==> config.mk <==
export PLATFORM = sky130hd
export DESIGN_NAME = seconds_timer_ctrl
export DESIGN_NICKNAME = d
export VERILOG_FILES = /design/src/rtl/timer_pkg.sv /design/src/rtl/bcd_2digit_counter.sv /design/src/rtl/seconds_timer_ctrl.sv
export SDC_FILE = /design/constraint.sdc
export NUM_CORES = 1
export LEC_CHECK = 0
export ABC_AREA = 0
export CAP_MARGIN = 30
export CORE_ASPECT_RATIO = 1.5
export CORE_UTILIZATION = 35
export DETAILED_ROUTE_END_ITERATION = 7
export PLACE_DENSITY = 0.62
export SLEW_MARGIN = 20
export SYNTH_ARGS = -nofsm -noshare
export SYNTH_HDL_FRONTEND = slang
export SYNTH_HIERARCHICAL = 1
export SYNTH_SLANG_ARGS = --single-unit
==> constraint.sdc <==
create_clock -name clk_100MHz_i -period 2.9 [get_ports clk_100MHz_i]
set_input_delay 0.29 -clock clk_100MHz_i [delete_from_list [all_inputs] [get_ports clk_100MHz_i]]
set_output_delay 0.29 -clock clk_100MHz_i [all_outputs]
set_load 0.02 [all_outputs]
==> src/rtl/timer_pkg.sv <==
// Shared types, BCD constants and helpers for the seconds timer controller
// and its BCD digit counters.
package timer_pkg;

    typedef enum logic [1:0] {
        IDLE  = 2'd0,
        RUN   = 2'd1,
        PAUSE = 2'd2,
        DONE  = 2'd3
    } timer_state_e;

    localparam logic [7:0] BCD_ZERO = 8'h00;
    localparam logic [7:0] SEC_MAX  = 8'h59;

    function automatic logic nibble_valid(input logic [3:0] nibble);
        return nibble <= 4'd9;
    endfunction

    // Decimal 0..99 to packed BCD {tens,units}, used only for constants.
    function automatic logic [7:0] to_bcd(input int value);
        return {4'(value / 10), 4'(value % 10)};
    endfunction

endpackage

==> src/rtl/bcd_2digit_counter.sv <==
// Two-digit packed BCD up/down counter with a parameterized modulus.
// Carry/borrow report a wrap on the current step so digits can be chained.
module bcd_2digit_counter
    import timer_pkg::*;
#(
    parameter int MODULUS = 60
) (
    input  logic       clk,
    input  logic       reset,
    input  logic       clear,
    input  logic       load,
    input  logic [7:0] load_value,
    input  logic       inc,
    input  logic       dec,
    output logic [7:0] value,
    output logic       carry,
    output logic       borrow,
    output logic       at_max,
    output logic       at_zero
);

    localparam logic [7:0] MAX_BCD = to_bcd(MODULUS - 1);

    logic [7:0] value_q, value_d;

    assign value   = value_q;
    assign at_max  = (value_q == MAX_BCD);
    assign at_zero = (value_q == BCD_ZERO);
    assign carry   = inc && at_max;
    assign borrow  = dec && at_zero;

    always_comb begin
        value_d = value_q;
        if (inc) begin
            if (at_max)
                value_d = BCD_ZERO;
            else if (value_q[3:0] == 4'd9)
                value_d = {value_q[7:4] + 4'd1, 4'd0};
            else
                value_d = {value_q[7:4], value_q[3:0] + 4'd1};
        end else if (dec) begin
            if (at_zero)
                value_d = MAX_BCD;
            else if (value_q[3:0] == 4'd0)
                value_d = {value_q[7:4] - 4'd1, 4'd9};
            else
                value_d = {value_q[7:4], value_q[3:0] - 4'd1};
        end
    end

    always_ff @(posedge clk) begin
        if (reset || clear)
            value_q <= BCD_ZERO;
        else if (load)
            value_q <= load_value;
        else
            value_q <= value_d;
    end

endmodule

==> src/rtl/seconds_timer_ctrl.sv <==
// MM:SS BCD timer driven by the one-second pulse: start/stop/clear/load
// control, up or down counting, completion and load-error flags.
module seconds_timer_ctrl
    import timer_pkg::*;
#(
    parameter int MAX_MIN = 99,
    parameter bit WRAP_UP = 1'b1
) (
    input  logic       clk_100MHz_i,
    input  logic       reset_i,
    input  logic       seconds_pulse_i,
    input  logic       start_i,
    input  logic       stop_i,
    input  logic       clear_i,
    input  logic       load_i,
    input  logic [7:0] load_min_i,
    input  logic [7:0] load_sec_i,
    input  logic       count_down_i,
    output logic [7:0] min_bcd_o,
    output logic [7:0] sec_bcd_o,
    output logic       running_o,
    output logic       done_o,
    output logic       tick_o,
    output logic       load_err_o
);

    localparam logic [7:0] MIN_MAX_BCD = to_bcd(MAX_MIN);

    timer_state_e state_q, state_d;
    logic count_down_q, count_down_d;
    logic tick_q, tick_d, load_err_q, load_err_d;
    logic ctr_clear, ctr_load, sec_inc, sec_dec;
    logic sec_carry, sec_borrow, sec_at_max, sec_at_zero;
    logic min_carry, min_borrow, min_at_max, min_at_zero;
    logic load_valid, time_zero, up_limit, down_last;
    logic unused_min_flags;

    assign load_valid = nibble_valid(load_min_i[7:4]) && nibble_valid(load_min_i[3:0])
                     && nibble_valid(load_sec_i[3:0]) && (load_sec_i[7:4] <= 4'd5)
                     && (load_min_i <= MIN_MAX_BCD);
    assign time_zero  = min_at_zero && sec_at_zero;
    assign up_limit   = min_at_max && sec_at_max;
    assign down_last  = min_at_zero && (sec_bcd_o == 8'h01);
    assign unused_min_flags = min_carry ^ min_borrow;

    bcd_2digit_counter #(.MODULUS(60)) u_sec (
        .clk(clk_100MHz_i), .reset(reset_i), .clear(ctr_clear), .load(ctr_load),
        .load_value(load_sec_i), .inc(sec_inc), .dec(sec_dec), .value(sec_bcd_o),
        .carry(sec_carry), .borrow(sec_borrow), .at_max(sec_at_max), .at_zero(sec_at_zero)
    );

    bcd_2digit_counter #(.MODULUS(MAX_MIN + 1)) u_min (
        .clk(clk_100MHz_i), .reset(reset_i), .clear(ctr_clear), .load(ctr_load),
        .load_value(load_min_i), .inc(sec_carry), .dec(sec_borrow), .value(min_bcd_o),
        .carry(min_carry), .borrow(min_borrow), .at_max(min_at_max), .at_zero(min_at_zero)
    );

    // The else-if chain encodes input priority: a lower input acts only when no higher one is asserted.
    always_comb begin
        state_d      = state_q;
        count_down_d = count_down_q;
        tick_d       = 1'b0;
        load_err_d   = 1'b0;
        ctr_clear    = 1'b0;
        ctr_load     = 1'b0;
        sec_inc      = 1'b0;
        sec_dec      = 1'b0;
        if (clear_i) begin
            state_d   = IDLE;
            ctr_clear = 1'b1;
        end else if (load_i) begin
            if (state_q != RUN) begin
                if (load_valid) begin
                    ctr_load = 1'b1;
                    state_d  = IDLE;
                end else begin
                    load_err_d = 1'b1;
                end
            end
        end else if (stop_i) begin
            if (state_q == RUN)
                state_d = PAUSE;
        end else if (start_i) begin
            if (state_q == IDLE) begin
                count_down_d = count_down_i;
                state_d      = (count_down_i && time_zero) ? DONE : RUN;
            end else if (state_q == PAUSE) begin
                state_d = RUN;
            end
        end else if (seconds_pulse_i && state_q == RUN) begin
            if (!count_down_q) begin
                if (up_limit && !WRAP_UP) begin
                    state_d = DONE;
                end else begin
                    sec_inc = 1'b1;
                    tick_d  = 1'b1;
                end
            end else if (time_zero) begin
                state_d = DONE;
            end else begin
                sec_dec = 1'b1;
                tick_d  = 1'b1;
                if (down_last)
                    state_d = DONE;
            end
        end
    end

    always_ff @(posedge clk_100MHz_i) begin
        if (reset_i) begin
            state_q      <= IDLE;
            count_down_q <= 1'b0;
            tick_q       <= 1'b0;
            load_err_q   <= 1'b0;
        end else begin
            state_q      <= state_d;
            count_down_q <= count_down_d;
            tick_q       <= tick_d;
            load_err_q   <= load_err_d;
        end
    end

    assign running_o  = (state_q == RUN);
    assign done_o     = (state_q == DONE);
    assign tick_o     = tick_q;
    assign load_err_o = load_err_q;

endmodule

Yosys cells after proc, flatten, opt, wreduce, memory -nomap -nowiden
Index checks and enable logic that the tools add are counted.

Register bits: 21. Input bits: 24. Output and inout bits: 20. Word-level logic and storage cells: 118.

$add $sub $neg: 8. $lt $le $gt $ge: 5. Equality and inequality tests: 15. Multiplexer cells: 47. Bitwise gates (word level): 5. Reduce and logical (&&, ||, !) cells: 30.

Operators by type and width (number): 8-bit two-way mux (14); 2-bit two-way mux (13); 1-bit two-way mux (20); 4-bit by 1-bit adder with 4-bit output (second input constant) (4); 8-bit logical NOT (2); 4-bit nonzero test (4); 4-bit by 1-bit subtractor with 4-bit output (second input constant) (4); 4-bit less-or-equal comparator (second input constant) (3); 1-bit logical AND (10); 4-bit equality test (second input constant) (2); 8-bit by 1-bit equality test with 1-bit output (second input constant) (1); 8-bit by 7-bit equality test with 1-bit output (second input constant) (1); 8-bit equality test (second input constant) (1); 8-bit less-or-equal comparator (second input constant) (1); 4-bit logical NOT (2); 7-bit AND reduction (1); 2-bit by 1-bit != test with 1-bit output (second input constant) (3); 3-bit AND reduction (2); 3-bit nonzero test (2); 6-bit OR reduction (1); 5-bit by 1-bit != test with 1-bit output (second input constant) (1); 1-bit NOT (5); 5-bit AND reduction (1); 5-bit nonzero test (1); other kinds (10) (11).

Depth between registers and ports, before layout
Gate-level depths: netlist of run 1.

Depth in word-level cells: 13. Gate-level depth with buffers: 15. Gate-level depth less buffers: 15.

Hierarchy
Netlist of run 1, hierarchy kept.

By module, submodules not included: bcd_2digit_counter (u_min) (times used 1, cells each 102, area each 830.8 um^2, seq. area each 160.2 um^2); bcd_2digit_counter (u_sec) (times used 1, cells each 103, area each 829.5 um^2, seq. area each 160.2 um^2); seconds_timer_ctrl (times used 1, cells each 48, area each 350.3 um^2, seq. area each 100.1 um^2).

Least setup slack after synthesis of run 1
No wires, ideal clock.

Kind: reg2reg. Start point: register u_min.value_q[4] (netlist: u_min/value[4]). End point: register u_min.value_q[6] (netlist: u_min/value[6]). Setup time: 0.128 ns. Data arrival time: 2.624 ns. Data required time: 2.772 ns. Setup slack: 0.148 ns. Stages on the path, launching flop included: 14. Buffers on the path: 0. Period minus slack after synthesis: 2.752 ns. Cell sequence: dfxtp_1 inv_1 ha_1 nor3b_1 and3_1 nand2_1 nand2_1 nor3_1 nand4bb_1 nor2_1 nand4bb_1 a2bb2oi_2 a21boi_0 o22ai_1.

Word-level cells in the longest chain between the ends: 12. Elaborated cells between the ends (all ways): 24. Classes of those cells: 2 x add/sub; 2 x eq/ne; 14 x mux; 6 x reduce/logical.

Ends and longest elaborated chain: start: declaration (RTL line bcd_2digit_counter.sv:24) `logic [7:0] value_q, value_d;`; start signal: assignment (RTL line bcd_2digit_counter.sv:55) `value_q <= load_value;`; start signal: assignment (RTL line bcd_2digit_counter.sv:57) `value_q <= value_d;`; 8-bit logical NOT (RTL line bcd_2digit_counter.sv:28) `assign at_zero = (value_q == BCD_ZERO);`; via min_at_zero (RTL line seconds_timer_ctrl.sv:34) `logic min_carry, min_borrow, min_at_max, min_at_zero;`; 1-bit logical AND (RTL line seconds_timer_ctrl.sv:41) `assign time_zero = min_at_zero && sec_at_zero;`; 1-bit two-way mux (RTL line seconds_timer_ctrl.sv:98) `end else if (time_zero) begin`; 1-bit two-way mux (RTL line seconds_timer_ctrl.sv:91) `if (!count_down_q) begin`; 1-bit two-way mux (RTL line seconds_timer_ctrl.sv:90) `end else if (seconds_pulse_i && state_q == RUN) begin`; 1-bit two-way mux (RTL line seconds_timer_ctrl.sv:83) `end else if (start_i) begin`; 1-bit two-way mux (RTL line seconds_timer_ctrl.sv:80) `end else if (stop_i) begin`; 1-bit two-way mux (RTL line seconds_timer_ctrl.sv:71) `end else if (load_i) begin`; 1-bit two-way mux (RTL line seconds_timer_ctrl.sv:68) `if (clear_i) begin`; via sec_dec (RTL line seconds_timer_ctrl.sv:32) `logic ctr_clear, ctr_load, sec_inc, sec_dec;`; 1-bit logical AND (RTL line bcd_2digit_counter.sv:30) `assign borrow = dec && at_zero;`; via sec_borrow (RTL line seconds_timer_ctrl.sv:33) `logic sec_carry, sec_borrow, sec_at_max, sec_at_zero;`; 3-bit nonzero test (no source line); 3-bit AND reduction (no source line).

The timed path passes the listed nets, and every way through them passes these cells. The select of a mux whose other input is x is not followed. A chain may end at the register's enable or synchronous reset.

Final worst setup path of run 1
Start point: register u_sec.value_q[1] (netlist: u_sec/value[1]). End point: register u_min.value_q[1] (netlist: u_min/value[1]).

Word-level cells in the longest chain between the ends: 11. Elaborated cells between the ends (all ways): 15. Classes of those cells: 1 x eq/ne; 9 x mux; 5 x reduce/logical.

Ends and longest elaborated chain (RTL line): start: declaration (bcd_2digit_counter.sv:24); start signal: assignment (bcd_2digit_counter.sv:55); start signal: assignment (bcd_2digit_counter.sv:57); 8-bit logical NOT (bcd_2digit_counter.sv:28); via sec_at_zero (seconds_timer_ctrl.sv:33); 1-bit logical AND (seconds_timer_ctrl.sv:41); 1-bit two-way mux (seconds_timer_ctrl.sv:98); 1-bit two-way mux (seconds_timer_ctrl.sv:91); 1-bit two-way mux (seconds_timer_ctrl.sv:90); 1-bit two-way mux (seconds_timer_ctrl.sv:83); 1-bit two-way mux (seconds_timer_ctrl.sv:80); 1-bit two-way mux (seconds_timer_ctrl.sv:71); 1-bit two-way mux (seconds_timer_ctrl.sv:68); via sec_dec (seconds_timer_ctrl.sv:32); 1-bit logical AND (bcd_2digit_counter.sv:30); via sec_borrow (seconds_timer_ctrl.sv:33); 3-bit nonzero test (no source line).

The timed path passes the listed nets, and every way through them passes these cells.

==> results.json, run 1 <==
{
  "wl_per_cell_um": 15.2,
  "worstMarginPinSlew_ns": 0.594,
  "dpl.hpwl_mm": 4.57,
  "track_usage_pct": 19.4,
  "powerDensity_mw_per_mm2": 222,
  "syn_nets": 289,
  "vias_per_cell": 5.65,
  "timing.rr.start": "u_sec/value[1]$_SDFFE_PP0P_",
  "cts_sinks": 21,
  "finalHoldViolations": 0,
  "drtIter0Drc": 122,
  "die_h_um": 94.5,
  "grt_pass1_vias": 2081,
  "cp-end-kind": "flip-flop",
  "htreeDepth": 1,
  "crit_chain": "inv_1, ha_1, or3b_4, nor2_1, nand2_1, nand2_1, nor3_4, nand4bb_1, nor2_2, buf_4, or3_1, o21ai_0, a21oi_1",
  "p_int_uw": 445,
  "status": "completed",
  "slew_headroom_pct": 60.2,
  "antenna_found_initial": 0,
  "post-route-period-util_pct": 92.7,
  "io_pins": 44,
  "p_comb_share_pct": 17.5,
  "start_kind": "flip-flop",
  "crit_type": "flip-flop to flip-flop",
  "skew_ns": 0.00606,
  "areaGrowthSynthToFinish_pct": 34.6,
  "p_switching_uw": 152,
  "critPathSlowestCell": "or3b_4",
  "tritoncts": "yes",
  "yosysWarnings": 6,
  "path_clk_slew_ns": 0.08,
  "route.detailed.drc": 0,
  "timing.fmax_ghz": 0.372,
  "ir_worst_vdd_uv": 119,
  "drt-pass1-iter-count": 4,
  "globalplace.congestion": 0.862,
  "nets": 349,
  "drive_gt1_share_pct": 14.2,
  "pwr-share-clk_pct": 33.2,
  "min_from": "count_down_q$_SDFFE_PP0P_",
  "sw_frac_of_total_pct": 25.5,
  "portBuffers": 43,
  "cts_root_buffer": "clkbuf_8",
  "gr-total-overflow": 0,
  "r2r_cells": 13,
  "num_vias": 2141,
  "netlist_area_mm2": 0.00199,
  "critPathMaxFanout": 7,
  "grt_max_degree": 14,
  "maxSlewViolCount": 0,
  "rows": 33,
  "grt_pass1_wl_mm": 9.32,
  "cp-startpoint": "u_sec/value[1]$_SDFFE_PP0P_",
  "r2r_end": "u_min/value[1]$_SDFFE_PP0P_",
  "total_power_uw": 597,
  "die-area_mm2": 0.00601,
  "die_w_um": 63.6,
  "clk_path_buf_depth": 2,
  "clkLatencyLatePin_ns": 0.26,
  "tns_ns": 0,
  "hold_path_end": "count_down_q$_SDFFE_PP0P_",
  "ant_nets": 0,
  "slowest_delay_ns": 0.41,
  "avgSynthCellArea_um2": 7.98,
  "seq_power_share_pct": 49.2,
  "finalCriticalPeriod_ns": 2.69,
  "rrSetupSlack_ns": 0.21,
  "hp-class": "flip-flop to flip-flop",
  "crit_required_ns": 3.04,
  "rsz0062_at_grt": "false",
  "core-area_mm2": 0.00549,
  "min_path_cells": 2,
  "setup_viol": 0,
  "arrival_ns": 2.83,
  "cellLeakagePower_uw": 0.00106,
  "synthCells": 250,
  "maxCapViolations": 0,
  "cts_buffers": 3,
  "crit_path_frequent_cell": "nand2_1",
  "n_antenna_cell": 0,
  "floorplan.initialDensity_pct": 36.3,
  "wl_mm": 5.76
}
[state kept, by name, indices dropped and copies added, names as in the netlist]
signal        count
state_q           2
u_sec/value       8
u_min/value       8
tick_o            1
count_down_q      1
load_err_o        1
[worst max path at each step]
stage               depth (start not counted)  slack, ns                           to
global placement                           13       0.22  u_min/value[6]$_SDFFE_PP0P_
detailed placement                         13        0.1  u_min/value[6]$_SDFFE_PP0P_
CTS                                        13       0.06  u_min/value[6]$_SDFFE_PP0P_
global route                               13       0.03  u_min/value[1]$_SDFFE_PP0P_
finish                                     13       0.21  u_min/value[1]$_SDFFE_PP0P_
floorplan                                  13       0.17  u_min/value[6]$_SDFFE_PP0P_
[worst max-delay path, delay by kind of cell (launching register included)]
family	cells	cell delay [ns]
adder cells (fa/ha/maj)	1	0.17
flip-flops	1	0.38
AND/OR/NAND/NOR	8	1.53
AO/OA/AOI/OAI	2	0.23
buffers and inverters	2	0.26
[per-layer routing]
| metal | global-route usage [%] | up-vias | part of all wire, % |
|---|---|---|---|
| met2 | 38.1 | 59 | 55 |
| li1 | - | 1058 | - |
| met4 | 7.95 | 0 | 1.5 |
| met5 | 0 | - | 0 |
| met3 | 1.45 | 6 | 3.1 |
| met1 | 20.8 | 1018 | 40 |
[area by class of cell]
cell class | count | area [um2]
Sequential cell | 21 | 422
Clock buffer | 4 | 45.0
Inverter | 16 | 60.1
Tap cell | 70 | 87.6
Multi-Input combinational cell | 204 | 1480
Timing Repair Buffer | 64 | 588
Fill cell | 556 | 2810
[cells in the final DEF, fill, tap and decap left out, drive strengths merged, types with 5 or more instances in the layout]
cell type and count:
clkdlybuf4s50 43, o21ai 21, buf 21, dfxtp 21, nor2 20, nand2 18
inv 16, a21oi 15, ha 15, nor3 11, nand3 9, a21boi 8
nand2b 5
[power by group through the flow]
| stage | registers, uW | logic, uW | clock network [uW] |
|---|---|---|---|
| after floorplan | 304 | 40.2 | 0 |
| after global placement | 301 | 103 | 0 |
| after detailed placement | 301 | 104 | 0 |
| after CTS | 294 | 104 | 212 |
| after global routing | 295 | 112 | 219 |
| final | 294 | 105 | 198 |
[per-stage QoR]
step | worst slack (ns) | cells | hold WS (ns) | area, um2 | utilization [%]
global route | 0.0265 | 379 | 0.597 | 2680 | 48.9
detailed placement | 0.0987 | 374 | 0.559 | 2610 | 47.4
floorplan | 0.175 | 250 | 0.362 | 1990 | -
finish | 0.213 | 379 | 0.570 | 2680 | 48.9
CTS | 0.0645 | 378 | 0.574 | 2650 | 48.3
global placement | 0.224 | 374 | 0.558 | 2610 | 47.4
[what timing repair did]
item	in CTS	in global routing
resized for setup	0	5
hold buffers	0	0
setup endpoints to repair	0	9
buffers inserted	0	1
Power figures use the tool's default switching activity.
==> run 2, diff against run 1 <==
--- a/config.mk
+++ b/config.mk
@@ -8,8 +8,10 @@
 export ABC_AREA = 0
 export CAP_MARGIN = 30
 export CORE_ASPECT_RATIO = 1.5
+export CORE_MARGIN = 5
 export CORE_UTILIZATION = 35
 export DETAILED_ROUTE_END_ITERATION = 7
+export HOLD_SLACK_MARGIN = 0.06
 export PLACE_DENSITY = 0.62
 export SLEW_MARGIN = 20
 export SYNTH_ARGS = -nofsm -noshare
==> results.json, run 2 (same netlist as run 1, synthesis figures left out) <==
{
  "path_clk_slew_ns": 0.09,
  "grt_max_degree": 14,
  "drt-pass1-iter-count": 4,
  "critPathSlowestCell": "dfxtp_1",
  "htreeDepth": 1,
  "fill_cells": 558,
  "rrSetupSlack_ns": 0.24,
  "crit_required_ns": 3.05,
  "floorplan.initialDensity_pct": 36.3,
  "place_ws_ns": 0.133,
  "status": "completed",
  "finalHoldViolations": 0,
  "arrival_ns": 2.81,
  "grt_pass1_vias": 2112,
  "setup_viol": 0,
  "areaGrowthSynthToFinish_pct": 33.8,
  "cp_num_cells": 13,
  "cp-end-kind": "flip-flop",
  "hp-class": "flip-flop to flip-flop",
  "cts_buffers": 3,
  "clkLatencyLatePin_ns": 0.27,
  "slowest_delay_ns": 0.45,
  "route.detailed.drc": 0,
  "final.setup.worst_slack_ns": 0.243,
  "cts_sinks": 21,
  "ant_nets": 0,
  "timing.rr.start": "u_sec/value[1]$_SDFFE_PP0P_",
  "maxCapViolations": 0,
  "holdWs_ns": 0.573,
  "maxSlewViolCount": 0,
  "crit_end": "u_min/value[6]$_SDFFE_PP0P_",
  "rows": 33,
  "finalCriticalPeriod_ns": 2.66,
  "slew_headroom_pct": 53.7,
  "powerDensity_mw_per_mm2": 229,
  "num_vias": 2168,
  "portBuffers": 43,
  "drive_gt1_share_pct": 14.6,
  "wl_mm": 6.04,
  "ir_worst_vdd_uv": 162,
  "gr-total-overflow": 0,
  "cellLeakagePower_uw": 0.00105,
  "worstMarginPinSlew_ns": 0.692,
  "core-area_mm2": 0.00549,
  "globalplace.congestion": 0.881,
  "post-route-period-util_pct": 91.6,
  "r2r_end": "u_min/value[6]$_SDFFE_PP0P_",
  "critPathTopFamily": "simple AND/OR/NAND/NOR gates",
  "cp_num_buf_inv": 1,
  "r2r_cells": 13,
  "grt_pass1_wl_mm": 9.81,
  "crit_type": "flip-flop to flip-flop",
  "io_pins": 44,
  "critPathMaxFanout": 7,
  "wl_per_cell_um": 15.9,
  "final_cell_mix": "clkdlybuf4s50_1, o21ai_0, buf_4, nor2_1, dfxtp_1",
  "dp.cells": 375,
  "clk_path_buf_depth": 2,
  "cts_root_buffer": "clkbuf_8",
  "track_usage_pct": 16.5,
  "die_h_um": 102,
  "final-instance-count-excl-fill": 379,
  "cp-startpoint": "u_sec/value[1]$_SDFFE_PP0P_",
  "crit_chain": "inv_1, ha_1, or3b_4, nor2_2, nand2_1, nand2_1, nor3_2, nand4bb_1, nor2_1, nand4bb_1, a2bb2oi_2, a21boi_0, o22ai_1",
  "tritoncts": "yes",
  "drtIter0Drc": 145,
  "skew_ns": 0.00143,
  "die_w_um": 71.6,
  "n_antenna_cell": 0,
  "nets": 349,
  "die-area_mm2": 0.00734,
  "dpl.hpwl_mm": 4.67,
  "vias_per_cell": 5.72,
  "start_kind": "flip-flop",
  "timing.fmax_ghz": 0.376,
  "final_common_cell": "clkdlybuf4s50_1",
  "antenna_found_initial": 0
}
run 2: cell count changes in the layout (fill, tap and decap cells not counted):
| cell | before | now |
|---|---|---|
| dfxtp_1 | 20 | 19 |
| nor3_4 | 2 | 1 |
| a2bb2oi_2 | 0 | 1 |
| dfxtp_2 | 1 | 2 |
| nor3_2 | 1 | 2 |
| a2bb2oi_4 | 1 | 0 |
run 2: repair_timing:
action,in CTS,in global routing
hold buffers,0,0
gates resized for setup,0,4
endpoints found under the setup margin,0,8
buffers inserted,0,0
run 2: area by class of cell:
cell class	instances	area, um2	share of cell area (%)
Inverter	16	60.1	2.25
Tap cell	70	87.6	3.28
Timing Repair Buffer	64	588	22.0
Sequential cell	21	423	15.9
Multi-Input combinational cell	204	1460	54.9
Clock buffer	4	45.0	1.69
run 2: stage by stage:
step	TNS, ns	utilization [%]	power (uW)	cell area [um2]
6_report	0	48.6	612	2670
5_1_grt	-0.0170	48.6	634	2670
4_1_cts	0	48.4	616	2660
3_5_place_dp	0	47.6	405	2610
3_3_place_gp	0	47.6	405	2610
2_1_floorplan	0	-	344	1990
run 2: worst reg2reg max path: cells and delay by family, from the launching register on:
family | cells | cell delay (ns)
buf+inv | 1 | 0.11
flops | 1 | 0.45
simple gates | 8 | 1.23
compound gates | 3 | 0.54
fa+ha+maj | 1 | 0.21
run 2: worst min-delay path by stage:
stage,from,endpoint,slack [ns],depth (start not counted)
3_5_place_dp,u_sec/value[4]$_SDFFE_PP0P_,u_sec/value[4]$_SDFFE_PP0P_,0.56,3
4_1_cts,u_min/value[6]$_SDFFE_PP0P_,u_min/value[6]$_SDFFE_PP0P_,0.58,2
2_1_floorplan,reset_i,count_down_q$_SDFFE_PP0P_,0.36,1
3_3_place_gp,u_sec/value[4]$_SDFFE_PP0P_,u_sec/value[4]$_SDFFE_PP0P_,0.55,3
5_1_grt,state_q[0]$_SDFFE_PP0P_,state_q[0]$_SDFFE_PP0P_,0.60,2
6_report,u_sec/value[4]$_SDFFE_PP0P_,u_sec/value[4]$_SDFFE_PP0P_,0.57,3
run 2: where the power goes:
| part | leakage [uW] | internal (uW) | switching (uW) |
|---|---|---|---|
| Combinational | 0.000859 | 56.5 | 49.9 |
| Clock | 0.0000228 | 98.3 | 113 |
| Sequential | 0.000171 | 291 | 2.88 |
| Total | 0.00105 | 446 | 166 |
run 2: layer usage:
metal  track usage, %  vias up  share of wire [%]  wire, um
met5                0        -                  0         0
met4             6.80        0                1.8       107
met3             2.07       10                5.0       301
met2             30.7       71                 54      3250
met1             18.7     1024                 39      2390
li1                 -     1063                  -         -
